**src/rtl/arquitetura_nios2_qsys_0_oci_dct_packer.sv**
```systemverilog
// OCI data-trace compression packer: packs 2-bit symbol fragments LSB-first into 30-bit words.
// Optional idle-timeout flush of partial words is built when OCI_DCT_TIMEOUT_EN is defined.
module arquitetura_nios2_qsys_0_oci_dct_packer #(
  parameter int TIMEOUT_CYCLES = 64,
  parameter int TIMEOUT_W      = 7
) (
  input  logic        clk,
  input  logic        reset,
  input  logic        frag_valid,
  output logic        frag_ready,
  input  logic [7:0]  frag_data,
  input  logic [2:0]  frag_len,
  output logic        dct_valid,
  input  logic        dct_ready,
  output logic [29:0] dct_buffer,
  output logic [3:0]  dct_count,
  input  logic        test_ending,
  output logic        test_has_ended
);

  typedef enum logic [1:0] {RUN, FLUSH, ENDED} state_t;

  state_t      state, state_nxt;
  logic [29:0] acc, acc_nxt;
  logic [3:0]  acc_cnt, acc_cnt_nxt;
  logic [2:0]  len;
  logic [4:0]  sum;
  logic [7:0]  frag_mask;
  logic [29:0] frag_bits;
  logic        out_free, accept, overflow, push, timeout_hit;

  // Lengths above 4 saturate; symbols beyond the length are masked off.
  assign len = (frag_len > 3'd4) ? 3'd4 : frag_len;

  always_comb begin
    case (len)
      3'd0:    frag_mask = 8'h00;
      3'd1:    frag_mask = 8'h03;
      3'd2:    frag_mask = 8'h0F;
      3'd3:    frag_mask = 8'h3F;
      default: frag_mask = 8'hFF;
    endcase
  end

  assign frag_bits  = {22'b0, frag_data & frag_mask};
  assign sum        = {1'b0, acc_cnt} + {2'b0, len};
  assign out_free   = !dct_valid || dct_ready;
  assign frag_ready = (state == RUN) && (out_free || acc_cnt <= 4'd11);
  assign accept     = frag_valid && frag_ready;
  // Overflow needs acc_cnt >= 12, which frag_ready only allows when out_free.
  assign overflow   = accept && (sum > 5'd15);
  assign push       = out_free && (acc_cnt != 4'd0) &&
                      (overflow || acc_cnt == 4'd15 || state == FLUSH || timeout_hit);

  assign test_has_ended = (state == ENDED);

`ifdef OCI_DCT_TIMEOUT_EN
  localparam logic [TIMEOUT_W-1:0] TIMEOUT_MAX = TIMEOUT_W'(TIMEOUT_CYCLES);
  logic [TIMEOUT_W-1:0] idle_cnt;

  always_ff @(posedge clk or posedge reset) begin
    if (reset)
      idle_cnt <= '0;
    else if (accept || push || state != RUN || acc_cnt == 4'd0)
      idle_cnt <= '0;
    else if (idle_cnt != TIMEOUT_MAX)
      idle_cnt <= idle_cnt + 1'b1;
  end

  assign timeout_hit = (state == RUN) && !accept && (idle_cnt == TIMEOUT_MAX);
`else
  assign timeout_hit = 1'b0;
`endif

  // NOTE: every always_comb output gets a default first so no latch is inferred.
  always_comb begin
    acc_nxt     = acc;
    acc_cnt_nxt = acc_cnt;
    if (push) begin
      acc_nxt     = '0;
      acc_cnt_nxt = '0;
      if (accept) begin
        acc_nxt     = frag_bits;
        acc_cnt_nxt = {1'b0, len};
      end
    end else if (accept) begin
      acc_nxt     = acc | (frag_bits << {acc_cnt, 1'b0});
      acc_cnt_nxt = sum[3:0];
    end
  end

  always_comb begin
    state_nxt = state;
    case (state)
      RUN:     if (test_ending) state_nxt = FLUSH;
      FLUSH:   if (acc_cnt == 4'd0 && !dct_valid) state_nxt = ENDED;
      ENDED:   state_nxt = ENDED;
      default: state_nxt = RUN;
    endcase
  end

  // NOTE: sequential state uses non-blocking assignments only.
  always_ff @(posedge clk or posedge reset) begin
    if (reset) begin
      state   <= RUN;
      acc     <= '0;
      acc_cnt <= '0;
    end else begin
      state   <= state_nxt;
      acc     <= acc_nxt;
      acc_cnt <= acc_cnt_nxt;
    end
  end

  always_ff @(posedge clk or posedge reset) begin
    if (reset) begin
      dct_valid  <= 1'b0;
      dct_buffer <= '0;
      dct_count  <= '0;
    end else if (push) begin
      dct_valid  <= 1'b1;
      dct_buffer <= acc;
      dct_count  <= acc_cnt;
    end else if (dct_ready) begin
      dct_valid  <= 1'b0;
    end
  end

endmodule

```
**config.mk**
```make
export PLATFORM = sky130hd
export DESIGN_NAME = arquitetura_nios2_qsys_0_oci_dct_packer
export DESIGN_NICKNAME = d
export VERILOG_FILES = /design/src/rtl/arquitetura_nios2_qsys_0_oci_dct_packer.sv
export SDC_FILE = /design/constraint.sdc
export NUM_CORES = 1
export LEC_CHECK = 0
export CAP_MARGIN = 30
export CORE_MARGIN = 2
export CORE_UTILIZATION = 40
export DETAILED_ROUTE_END_ITERATION = 8
export DONT_BUFFER_PORTS = 1
export SETUP_SLACK_MARGIN = 0.1
export SYNTH_ARGS = -nofsm -noshare
export SYNTH_HDL_FRONTEND = slang
export SYNTH_SLANG_ARGS = --single-unit
```
**constraint.sdc**
```tcl
create_clock -name clk -period 2.52 [get_ports clk]
set_input_delay 0.504 -clock clk [delete_from_list [all_inputs] [get_ports clk]]
set_output_delay 0.504 -clock clk [all_outputs]
set_load 0.005 [all_outputs]
```
# == After elaboration in Yosys (flattened, before gate mapping) ==
# Index checks and enable logic that the tools add are counted.
# word_totals
memories,0
in_bits,16
register_bits,71
output_inout_bits,37
romBits,0
word_cells,52
latchBits,0
ramBits,0
# op_classes
magnitude_cmp,3
reduce_logical,18
n_div,0
muxes,13
n_shift,1
bitwise,2
n_eq_ne,8
add_sub_neg,1
multipliers,0
# op_table
op,count
30-bit 2-to-1 mux,2
8-bit case mux with 4 select lines,1
30-bit OR,1
8-bit by 5-bit left shift with 30-bit output,1
8-bit bitwise AND,1
4-bit 2-to-1 mux,2
8-bit 2-to-1 mux,1
3-bit by 2-bit equality test with 1-bit output (second input constant),2
1-bit logical AND,6
3-bit 2-to-1 mux,2
2-bit case mux with 3 select lines,1
4-bit by 3-bit adder with 5-bit output,1
5-bit by 4-bit greater-than comparator with 1-bit output (second input constant),1
4-bit equality test (second input constant),1
4-bit less-or-equal comparator (second input constant),1
4-bit zero test,1
1-bit logical OR,4
2-bit 2-to-1 mux,2
2-bit nonzero test,2
4-bit nonzero test,1
3-bit by 1-bit equality test with 1-bit output (second input constant),1
3-bit greater-than comparator (second input constant),1
3-bit zero test,1
2-bit by 1-bit equality test with 1-bit output (second input constant),1
other kinds (7),8

# == Longest topological paths before layout ==
# Gate-level depths: netlist (run 1).
# depth
word_depth,10
depth_mapped,12
depth_no_buf,8

# == Least setup slack after synthesis (run 1) ==
# Ideal clock, no wire load.
# synth_timing
path_kind,input to register
startpoint,input frag_len[2]
endpoint,register dct_buffer[15]
setup_ns,0.116
slack_ns,0.063
path_stages,12
t_arrival_ns,2.341
cell_sequence,buf_2 buf_2 nor2b_1 ha_1 fa_1 a21oi_1 o31ai_2 and3_1 buf_4 buf_4 nand2_1 nand2_1
# synth_via
elab_chain_len,8
# synth_lines
element,line_no,rtl
from (decl),12,"input logic [2:0] frag_len,"
3-bit greater-than comparator,33,assign len = (frag_len > 3'd4) ? 3'd4 : frag_len;
3-bit 2-to-1 mux *,33,
4-bit by 3-bit adder with 5-bit output *,46,"assign sum = {1'b0, acc_cnt} + {2'b0, len};"
5-bit by 4-bit greater-than comparator with 1-bit output *,51,assign overflow = accept && (sum > 5'd15);
1-bit logical AND *,51,
1-bit logical OR * (2 in a row),53,(overflow || acc_cnt == 4'd15 || state == FLUSH || timeout_hit);
1-bit logical AND *,52,assign push = out_free && (acc_cnt != 4'd0) &&
to (signal assigned),118,dct_buffer <= '0;
to (signal assigned),122,dct_buffer <= acc;
to (decl),15,"output logic [29:0] dct_buffer,"
# Mark *: on every way between the ends. The rest lies on a longest branch, timed or not.
# A chain may end at the register's enable or synchronous reset.

# == Final worst setup path (run 1) ==
# layout_timing
startpoint,register state[1]
endpoint,register acc[1]
# layout_via
elab_chain_len,8
# layout_lines
element,line_no,rtl
from (decl),23,"state_t state, state_nxt;"
from (signal assigned),109,state <= state_nxt;
2-bit zero test,48,assign frag_ready = (state == RUN) && (out_free || acc_cnt <= 4'd11);
1-bit logical AND,48,
1-bit logical AND,49,assign accept = frag_valid && frag_ready;
1-bit logical AND,51,
1-bit logical OR (2 in a row),53,
1-bit logical AND,52,
30-bit 2-to-1 mux / 2-bit nonzero test (equally long branches),-,
to (signal assigned),110,acc <= acc_nxt;
to (decl),24,"logic [29:0] acc, acc_nxt;"
# Parallel ways exist; a longest one is shown, timed or not.

==> results of run 1 <==
metal layers:
metal / vias up / part of all wire (%)
li1: 1278 / -
met1: 1245 / 45
met2: 77 / 46
met3: 11 / 7.4
met4: 0 / 1.7
met5: - / 0
worst max-delay path: stages (launching register included):
cell and delay (ps):
dfrtp_1 400, inv_1 110, ha_1 190, nand3_1 140
o31ai_2 310, nand3_2 290, a211oi_2 380, a22o_1 180
synthesized netlist by cell type (2+ instances only):
master / n
dfrtp_1: 71
nand3_1: 5
o32ai_1: 2
a31oi_1: 13
o21ai_0: 8
nor2_1: 26
clkbuf_1: 4
o22ai_1: 8
a22o_1: 4
a21oi_1: 38
and3_1: 2
nand2_1: 120
nor2b_1: 4
o211ai_1: 2
o32a_1: 2
o221ai_1: 2
or3b_2: 2
a41oi_1: 5
inv_1: 4
o21a_1: 2
ha_1: 7
buf_4: 5
nand2b_1: 4
buf_2: 12
mux2_2: 4
a21o_1: 2
state kept, by name (all words and copies together), names as in the netlist:
signal,count
acc_cnt,4
state,2
dct_valid,1
dct_buffer,30
acc,30
dct_count,4
power by group through the flow:
stage	registers [µW]	logic (µW)	clock network, µW
finish	1870	1700	935
global route	1930	1940	1020
CTS	1880	1710	958
detailed placement	1900	1700	0
global placement	1900	1660	0
floorplan	1810	1340	0
layout make-up:
cell class                      count  area, µm²  area share (%)
Tap cell                          105      131.4           3.541
Timing Repair Buffer               10      112.6           3.035
Multi-Input combinational cell    276       1465           39.49
Inverter                            5      18.77          0.5059
Clock buffer                        9      123.9           3.339
Clock inverter                      7      81.33           2.192
Sequential cell                    71       1777           47.89
how the worst max path moves through the flow:
stage | from | to | slack, ps | cells past startpoint
finish | state[1]$_DFFE_PP0P_ | acc[1]$_DFFE_PP0P_ | 450 | 7
global route | state[1]$_DFFE_PP0P_ | acc[1]$_DFFE_PP0P_ | 310 | 7
CTS | state[1]$_DFFE_PP0P_ | acc[1]$_DFFE_PP0P_ | 440 | 7
detailed placement | frag_len[0] | acc[0]$_DFFE_PP0P_ | 200 | 8
global placement | frag_len[0] | acc[0]$_DFFE_PP0P_ | 270 | 8
floorplan | frag_len[2] | dct_buffer[15]$_DFFE_PP0P_ | 100 | 12
through the flow:
stage	utilization (%)	cells	worst slack, ps
after floorplan	-	375	104.8
after global placement	42.65	467	266.4
after detailed placement	42.65	467	200.0
after CTS	45.15	483	435.2
after global routing	45.15	483	306.6
final	45.15	483	448.4
cells by family after synthesis:
group / Yosys count / synth area share (%)
compound gates: 92 / 17.13
xor+xnor: 1 / 0.2590
fa+ha+maj: 8 / 3.182
buf+inv: 28 / 4.328
flops: 71 / 52.53
mux: 5 / 1.628
simple gates: 170 / 20.94
==> metrics.txt, run 1 <==
Pwr Total around 4500 µW; H-Tree Depth 3; routing usage on met1 26.18%; CTS clk-pin slew, worst paths 80 ps; P_int around 2700 µW; Clock power frac a little over a fifth; met2 Usage GRT 28.21%; Starting Density 41.16%; clock skew between 10 and 15 ps; sequential fraction of the synthesis area between 50% and 60%; Critical Path End Type register; maximum root-to-sink buffer count 2; Pleak approximately 0.0018 µW; grt total ovfl 0; crit share post-route approximately 82%; DR vias/cell between 5 and 6; Worst-Margin Slew 673.8 ps; vias in the first global route between 2000 and 3000; unrepaired setup endpoints after global routing false; combinational power share a little under two fifths; initial DRC count 211; critical path startpoint category register; design area 3710 µm²; Crit Path Category reg -> reg; P&R area growth vs syn 9.693%; share of cells above drive strength 1 about 11%; total number of vias around 2600; Syn Std Cell Area ~3400 µm²; Flop pwr share between 40% and 50%; Net Sw Frac about two fifths; die area roughly 9200 µm²; status complete, no violations; VDD IR max around 0.66 mV; CTS tree yes; WL/cell ~17 µm; GR peak layer met2; DR DRC count 0; leading area contributor after synthesis dfrtp_1; max-slew violation count 0; hold_buf cts 0; CTS Buf Count 9; Placed Area around 3500 µm²; die height between 90 and 100 µm; Seq cells post-synth around 70; grt met3 use under 10%; GRT Util Overall a little under a fifth; Synth Warn # 0; Antenna Nets Post-Route 0; max cap viols 0; first-pass GRT wire length approximately 13000 µm; final setup vio count 0; mean post-synth cell area around 9.0 µm²; final hold slack 131.4 ps; Reg2Reg Depth 7; CP Max Fanout 11; top post-synthesis cells by area dfrtp_1 53%, nand2_1 13%, a21oi_1 5.6%, nor2_1 2.9%, ha_1 2.6%; Fillers roughly 810; # rows 33; r2r setup slk roughly 450 ps; largest net degree at the start of global routing 57; DRT Wirelength 8048 µm; Core ar. approximately 8000 µm²; top cell type's share of synthesized area 52.53%; switching power total between 1500 and 2000 µW; I/O pin total 53; Final Hold Vio Count 0; final setup TNS 0 ps; R2R Path Start state[1]$_DFFE_PP0P_; Chip Width between 90 and 100 µm; Final nets roughly 400; initial antenna violation count 0; ys flop type dfrtp_1; Hold Crit Class in -> async; worst path required time 2810 ps; GP Congestion between 0.8 and 0.9; Worst EP arrival between 2000 and 2500 ps; Post-synth ARST share between 90% and 100%; Power Dens Cells approximately 1200 nW/µm²; final worst path period need approximately 2100 ps; syn_nets between 300 and 400; max frequency between 400 and 500 MHz; commonest non-fill, non-tap cell in the layout nand2_1; Cells after Synth approximately 380; commonest cells after routing, fill and taps aside 120 x nand2_1, 71 x dfrtp_1, 38 x a21oi_1; Slew headroom 55.01%; worst r2r dst acc[1]$_DFFE_PP0P_; Post-synth EDFFs 0; setup repair bufs after CTS 0; CTS sink count 71; Detailed Place HPWL 5628 µm; Ant. Diodes 0; clock latency on the worst-skew pair roughly 350 ps; post-cts resize count 0; drt pass-1 iters 5; CTS root buffer clkbuf_8; IO buf count 0; post-synth cell types 43
No activity file was read; power rests on OpenSTA's default activity.
==> run 2: changes to the inputs <==
==> constraint.sdc (replaced) <==
create_clock -name clk -period 1.9 [get_ports clk]
set_input_delay 0.38 -clock clk [delete_from_list [all_inputs] [get_ports clk]]
set_output_delay 0.38 -clock clk [all_outputs]
set_load 0.005 [all_outputs]
==> metrics.txt, run 2 (synthesized netlist as in run 1, its figures left out) <==
# rows 33 (unchanged); R2R Path Start acc_cnt[0]$_DFFE_PP0P_; clock skew 10.16 ps (-0.9926 ps); CTS tree yes; Pleak 0.001971 µW (+8.8%); final hold slack -9.081 ps (-140.4 ps); P&R area growth vs syn 24.01%; DRT Wirelength 8883 µm (+10%); CTS Buf Count 9 (unchanged); hold_buf cts 0 (unchanged); crit-path max cell delay 360 ps (-40 ps); Crit Path Category reg -> reg; design area 4194 µm² (+13%); grt total ovfl 0 (unchanged); maximum root-to-sink buffer count 2 (unchanged); failing checks negative hold slack, negative setup slack; crit share post-route 100.1% (+18 points); Detailed Place HPWL 5782 µm (+2.7%); worst path required time 2140 ps (-670 ps); die height 95.95 µm (unchanged); CTS sink count 71 (unchanged); WL/cell 17.66 µm (+6.0%); Slew headroom 61.12% (+6.1 points); GRT Util Overall 19.51% (+0.64 points); DR DRC count 0 (unchanged); max cap viols 0 (unchanged); r2r setup slk -3 ps (-450 ps); Critical Path End Type register; unrepaired setup endpoints after global routing true; worst setup path startpoint acc_cnt[0]$_DFFE_PP0P_; drt pass-1 iters 4 (-1); Antenna Nets Post-Route 0 (unchanged); DR vias/cell 5.618 (+3.9%); final worst path period need 1903 ps (-168.9 ps); worst r2r dst acc[5]$_DFFE_PP0P_; total number of vias 2826 (+8.2%); Worst-Margin Slew 578.7 ps (-95.14 ps); final setup vio count 1 (+1); die area 9206 µm² (unchanged); Hold Crit Class in -> async; CP delay by family, top compound AO/OA/AOI/OAI gates; GP Congestion 0.8501 (+3.8%); CP Depth 9 (+2); Final Hold Vio Count 3 (+3); critical path startpoint category register; vias in the first global route 2768 (+9.2%); largest net degree at the start of global routing 72 (+26%); biggest regs acc (30), dct_buffer (30); CP Max Fanout 11 (unchanged); crit path cell chain ha_2, fa_2, a21oi_2, o31ai_2, nand3_2, buf_4, clkbuf_16, a31oi_1, a21oi_1; first-pass GRT wire length 13650 µm (+3.8%); max-slew violation count 0 (unchanged); Worst EP arrival 2140 ps (-220 ps); Ant. Diodes 0 (unchanged); max frequency 525.6 MHz (+8.9%); Worst Setup EP acc[5]$_DFFE_PP0P_; initial DRC count 144 (-32%); status complete, but fails checks; VDD IR max 0.6454 mV (-2.8%); Power Dens Cells 1666 nW/µm² (+37%); Reg2Reg Depth 9 (+2); H-Tree Depth 3 (unchanged); Core ar. 8217 µm² (unchanged); I/O pin total 53 (unchanged); setup ws final -2.688 ps (-451.1 ps); Placed Area 3633 µm² (+3.7%); Starting Density 41.16% (unchanged); commonest cells after routing, fill and taps aside 98 x nand2_1, 71 x dfrtp_1, 30 x a21oi_1; CTS root buffer clkbuf_8; Final nets 417 (+5.0%); share of cells above drive strength 1 28.89% (+18 points); Buf/Inv on CP 2 (+1); Critical-path top delay cell dfrtp_1; IO buf count 0 (unchanged); clock latency on the worst-skew pair 350 ps (about the same); CTS clk-pin slew, worst paths 90 ps (about the same); initial antenna violation count 0 (unchanged); Chip Width 95.95 µm (unchanged); commonest non-fill, non-tap cell in the layout nand2_1
[run 2: changes by cell type in the layout (fill, tap and decap cells not counted), moves of 6 or more]
cell	change
a21oi_2	+8
a21oi_1	-8
nor2_2	+10
buf_4	+11
nor2_4	+6
nor2_1	-16
nand2_1	-22
nand2_2	+21
[run 2: power breakdown]
group | leakage, µW | internal (µW) | total [µW] | switching, µW
Combinational | 0.000919 | 1320 | 3080 | 1760
Clock | 0.000112 | 757 | 1390 | 632
Sequential | 0.000940 | 2080 | 2520 | 438
[run 2: through the flow]
| step | worst slack [ps] | total power (µW) | std cells | setup TNS, ps | utilization, % |
|---|---|---|---|---|---|
| 2_1_floorplan | -178.3 | 4327 | 375 | -9790 | - |
| 3_3_place_gp | -52.69 | 4900 | 479 | -1296 | 44.22 |
| 4_1_cts | 1.574 | 6390 | 496 | 0 | 47.24 |
| 3_5_place_dp | -103.3 | 4956 | 479 | -1988 | 44.22 |
| 5_1_grt | -99.48 | 7485 | 503 | -1734 | 51.04 |
| 6_report | -2.688 | 6988 | 503 | -2.688 | 51.04 |
[run 2: area by class of cell]
type	instances	area (µm²)
Fill cell	751	4023
Sequential cell	71	1777
Multi-Input combinational cell	276	1663
Timing Repair Buffer	30	371.6
Tap cell	105	131.4
Clock buffer	9	123.9
Clock inverter	7	105.1
Inverter	5	22.52
[run 2: repair_timing]
item	in CTS	in global routing
pin swaps	2	7
gates resized for setup	2	62
setup endpoints to repair	44	71
gates cloned	0	5
buffers inserted	1	2
endpoints found under the hold margin	0	0
[run 2: layer usage]
layer  wire length (µm)  share of wire [%]  vias up  global-route usage (%)
met2               4387                 49       88                   31.70
met3                539                6.1       17                   4.542
li1                   -                  -     1323                       -
met1               3792                 43     1398                   24.99
met5                  0                  0        -                       0
met4                164                1.8        0                   8.333
[run 2: worst min-delay path by stage]
stage,startpoint,to,slack [ps],cells past startpoint
2_1_floorplan,acc[15]$_DFFE_PP0P_,dct_buffer[15]$_DFFE_PP0P_,440,2
3_3_place_gp,reset,dct_buffer[26]$_DFFE_PP0P_,390,2
3_5_place_dp,reset,dct_buffer[26]$_DFFE_PP0P_,390,2
4_1_cts,reset,dct_buffer[26]$_DFFE_PP0P_,10,2
5_1_grt,reset,dct_buffer[22]$_DFFE_PP0P_,20,2
6_report,reset,dct_buffer[27]$_DFFE_PP0P_,-9,2
==> run 3: changes to the inputs <==
--- a/config.mk
+++ b/config.mk
@@ -5,6 +5,7 @@
 export SDC_FILE = /design/constraint.sdc
 export NUM_CORES = 1
 export LEC_CHECK = 0
+export ABC_AREA = 1
 export CAP_MARGIN = 30
 export CORE_MARGIN = 2
 export CORE_UTILIZATION = 40
==> metrics.txt, run 3 <==
status complete, but fails checks; failing checks negative hold slack, negative setup slack; Placed Area 4028 µm² (+11%); P&R area growth vs syn 29.51%; top cell type's share of synthesized area 48.33% (-4.2 points); final hold slack -27.65 ps (-18.57 ps); I/O pin total 53 (unchanged); max-slew violation count 0 (unchanged); Worst-Margin Slew 402.0 ps (-176.6 ps); Antenna Nets Post-Route 0 (unchanged); Chip Width 99.87 µm (+4.1%); clock skew 7.661 ps (-2.500 ps); share of cells above drive strength 1 25.57% (-3.3 points); Slew headroom 73.20% (+12 points); Post-synth EDFFs 0 (unchanged); final core utilization 54.06% (+3.0 points); initial DRC count 201 (+40%); Starting Density 41.74% (+0.58 points); GRT Util Overall 19.63% (+0.12 points); worst path required time 2170 ps (+30 ps); die height 99.87 µm (+4.1%); H-Tree Depth 3 (unchanged); hold_buf cts 0 (unchanged); placed insts 598 (+25%); crit share post-route 101.2% (+1.0 points); CTS sink count 71 (unchanged); ys flop type dfrtp_1; Non-Filler Instances 632 (+26%); Core ar. 8806 µm² (+7.2%); CTS clk-pin slew, worst paths 80 ps (about the same); Critical Path End Type register; Final Hold Vio Count 13 (+10); first-pass GRT wire length 15520 µm (+14%); VDD IR max 0.7707 mV (+19%); CTS root buffer clkbuf_8; DRT Wirelength 9926 µm (+12%); CTS tree yes; Pleak 0.002389 µW (+21%); Post-synth ARST share 100.0% (unchanged); Power Dens Cells 1644 nW/µm² (-1.3%); DR vias/cell 5.184 (-7.7%); most frequent cell after synthesis nand2_1; Worst EP arrival 2190 ps (+50 ps); leading area contributor after synthesis dfrtp_1; biggest regs acc (30), dct_buffer (30); Detailed Place HPWL 6303 µm (+9.0%); IO buf count 0 (unchanged); # rows 34 (+3.0%); Synth Warn # 0 (unchanged); syn_nets 509 (+28%); grt total ovfl 0 (unchanged); setup ws final -21.87 ps (-19.19 ps); design area 4761 µm² (+14%); die area 9973 µm² (+8.3%); Ant. Diodes 0 (unchanged); CP Max Fanout 8 (-3); unrepaired setup endpoints after global routing true; sequential fraction of the synthesis area 48.33% (-4.2 points); DR DRC count 0 (unchanged); grt met3 use 5.501% (+0.96 points); largest net degree at the start of global routing 72 (unchanged); max frequency 520.3 MHz (-1.0%); CTS Buf Count 9 (unchanged); Synth top cells by count 158 x nand2_1, 71 x dfrtp_1, 49 x nand3_1; total number of vias 3276 (+16%); GR peak layer met2; Crit Path Category reg -> reg; post-synth cell types 31 (-28%); commonest non-fill, non-tap cell in the layout nand2_1; vias in the first global route 3146 (+14%); commonest cells after routing, fill and taps aside 134 x nand2_1, 71 x dfrtp_1, 48 x nand3_1; Hold Crit Class in -> async; Post-Place Setup Slack -197.6 ps (-94.38 ps); mean post-synth cell area 7.579 µm² (-16%); routing usage on met1 25.89% (+0.91 points); Cells after Synth 485 (+29%); WL/cell 15.71 µm (-11%); final setup vio count 7 (+6); Fillers 821 (+9.3%); Syn Std Cell Area 3676 µm² (+8.7%); final worst path period need 1922 ps (+19.19 ps); met2 Usage GRT 31.44% (-0.26 points); maximum root-to-sink buffer count 2 (unchanged); clock latency on the worst-skew pair 350 ps (about the same); initial antenna violation count 0 (unchanged); Final nets 543 (+30%); drt pass-1 iters 4 (unchanged); top post-synthesis cells by area dfrtp_1 48%, nand2_1 16%, nand3_1 6.7%, o21ai_0 4.9%, inv_1 4.3%; critical path startpoint category register; Seq cells post-synth 71 (unchanged); max cap viols 0 (unchanged); GP Congestion 0.8994 (+5.8%)
-- run 3: changes by cell type after synthesis, moves of 12 or more --
| cell | change |
|---|---|
| nand3_1 | +44 |
| inv_1 | +38 |
| nand2_1 | +38 |
| o21ai_0 | +28 |
| a21oi_1 | -27 |
| o21ai_1 | +13 |
| a31oi_1 | -12 |
| nor2_1 | +12 |
-- run 3: layout make-up --
| type | instances | area [µm²] | share of cell area, % |
|---|---|---|---|
| clock buffers | 13 | 168.9 | 3.548 |
| clock inverters | 3 | 40.04 | 0.8410 |
| inverters | 53 | 232.7 | 4.888 |
| multi-input cells | 337 | 1808 | 37.98 |
| flip-flops and latches | 71 | 1777 | 37.32 |
| well taps | 108 | 135.1 | 2.838 |
| repair buffers | 47 | 599.3 | 12.59 |
-- run 3: metal layers --
layer | up-vias | share of wire [%]
met4 | 0 | 1.6
met5 | - | 0
li1 | 1615 | -
met1 | 1551 | 44
met3 | 14 | 5.7
met2 | 96 | 49
-- run 3: timing repair --
action	CTS	global route
buffers inserted	5	4
pin swaps	4	3
endpoints found under the setup margin	70	72
resized for setup	30	55
gates cloned	2	7
-- run 3: kinds of logic (layout without fill, tap and decap cells) --
| kind of cell | Yosys count | after routing | synth area share [%] |
|---|---|---|---|
| AO/OA/AOI/OAI | 70 | 70 | 10.04 |
| XOR/XNOR | 2 | 2 | 0.4766 |
| adder cells (fa/ha/maj) | 8 | 8 | 2.927 |
| buffers and inverters | 78 | 116 | 9.190 |
| flip-flops | 71 | 71 | 48.33 |
| AND/OR/NAND/NOR | 256 | 257 | 29.03 |
-- run 3: stage by stage --
step / power [µW] / setup TNS, ps
floorplan: 4617 / -898.8
global placement: 5469 / -6029
detailed placement: 5536 / -7200
CTS: 7209 / 0
global route: 8457 / -2401
finish: 7826 / -62.87
-- run 3: worst max-delay path, cell delays in order (launching register included) --
cell,delay (ps)
dfrtp_1,410
ha_2,200
fa_2,350
nand3_2,60
nand2_1,50
nand4_1,110
nand2_4,100
nand2_8,130
buf_12,160
clkbuf_16,150
nand2_2,40
o21ai_1,70
-- run 3: path summary, 6_finish.rpt --
check | cells after the start | to | slack [ps] | startpoint
setup reg to reg | 11 | dct_buffer[18]$_DFFE_PP0P_ | -20 | acc_cnt[0]$_DFFE_PP0P_
min in group clk | 1 | dct_valid$_DFFE_PP0P_ | 90 | dct_ready
hold / removal | 2 | dct_buffer[4]$_DFFE_PP0P_ | -30 | reset
hold reg to reg | 2 | acc[9]$_DFFE_PP0P_ | 470 | acc[9]$_DFFE_PP0P_
max in group asynchronous | 2 | dct_buffer[12]$_DFFE_PP0P_ | 1580 | reset
setup / recovery | 11 | dct_buffer[18]$_DFFE_PP0P_ | -20 | acc_cnt[0]$_DFFE_PP0P_
-- run 3: power breakdown --
part	leakage [µW]	internal (µW)	switching, µW
clock network	0.000109	710	551
logic	0.00133	1760	2310
registers	0.000945	2090	409
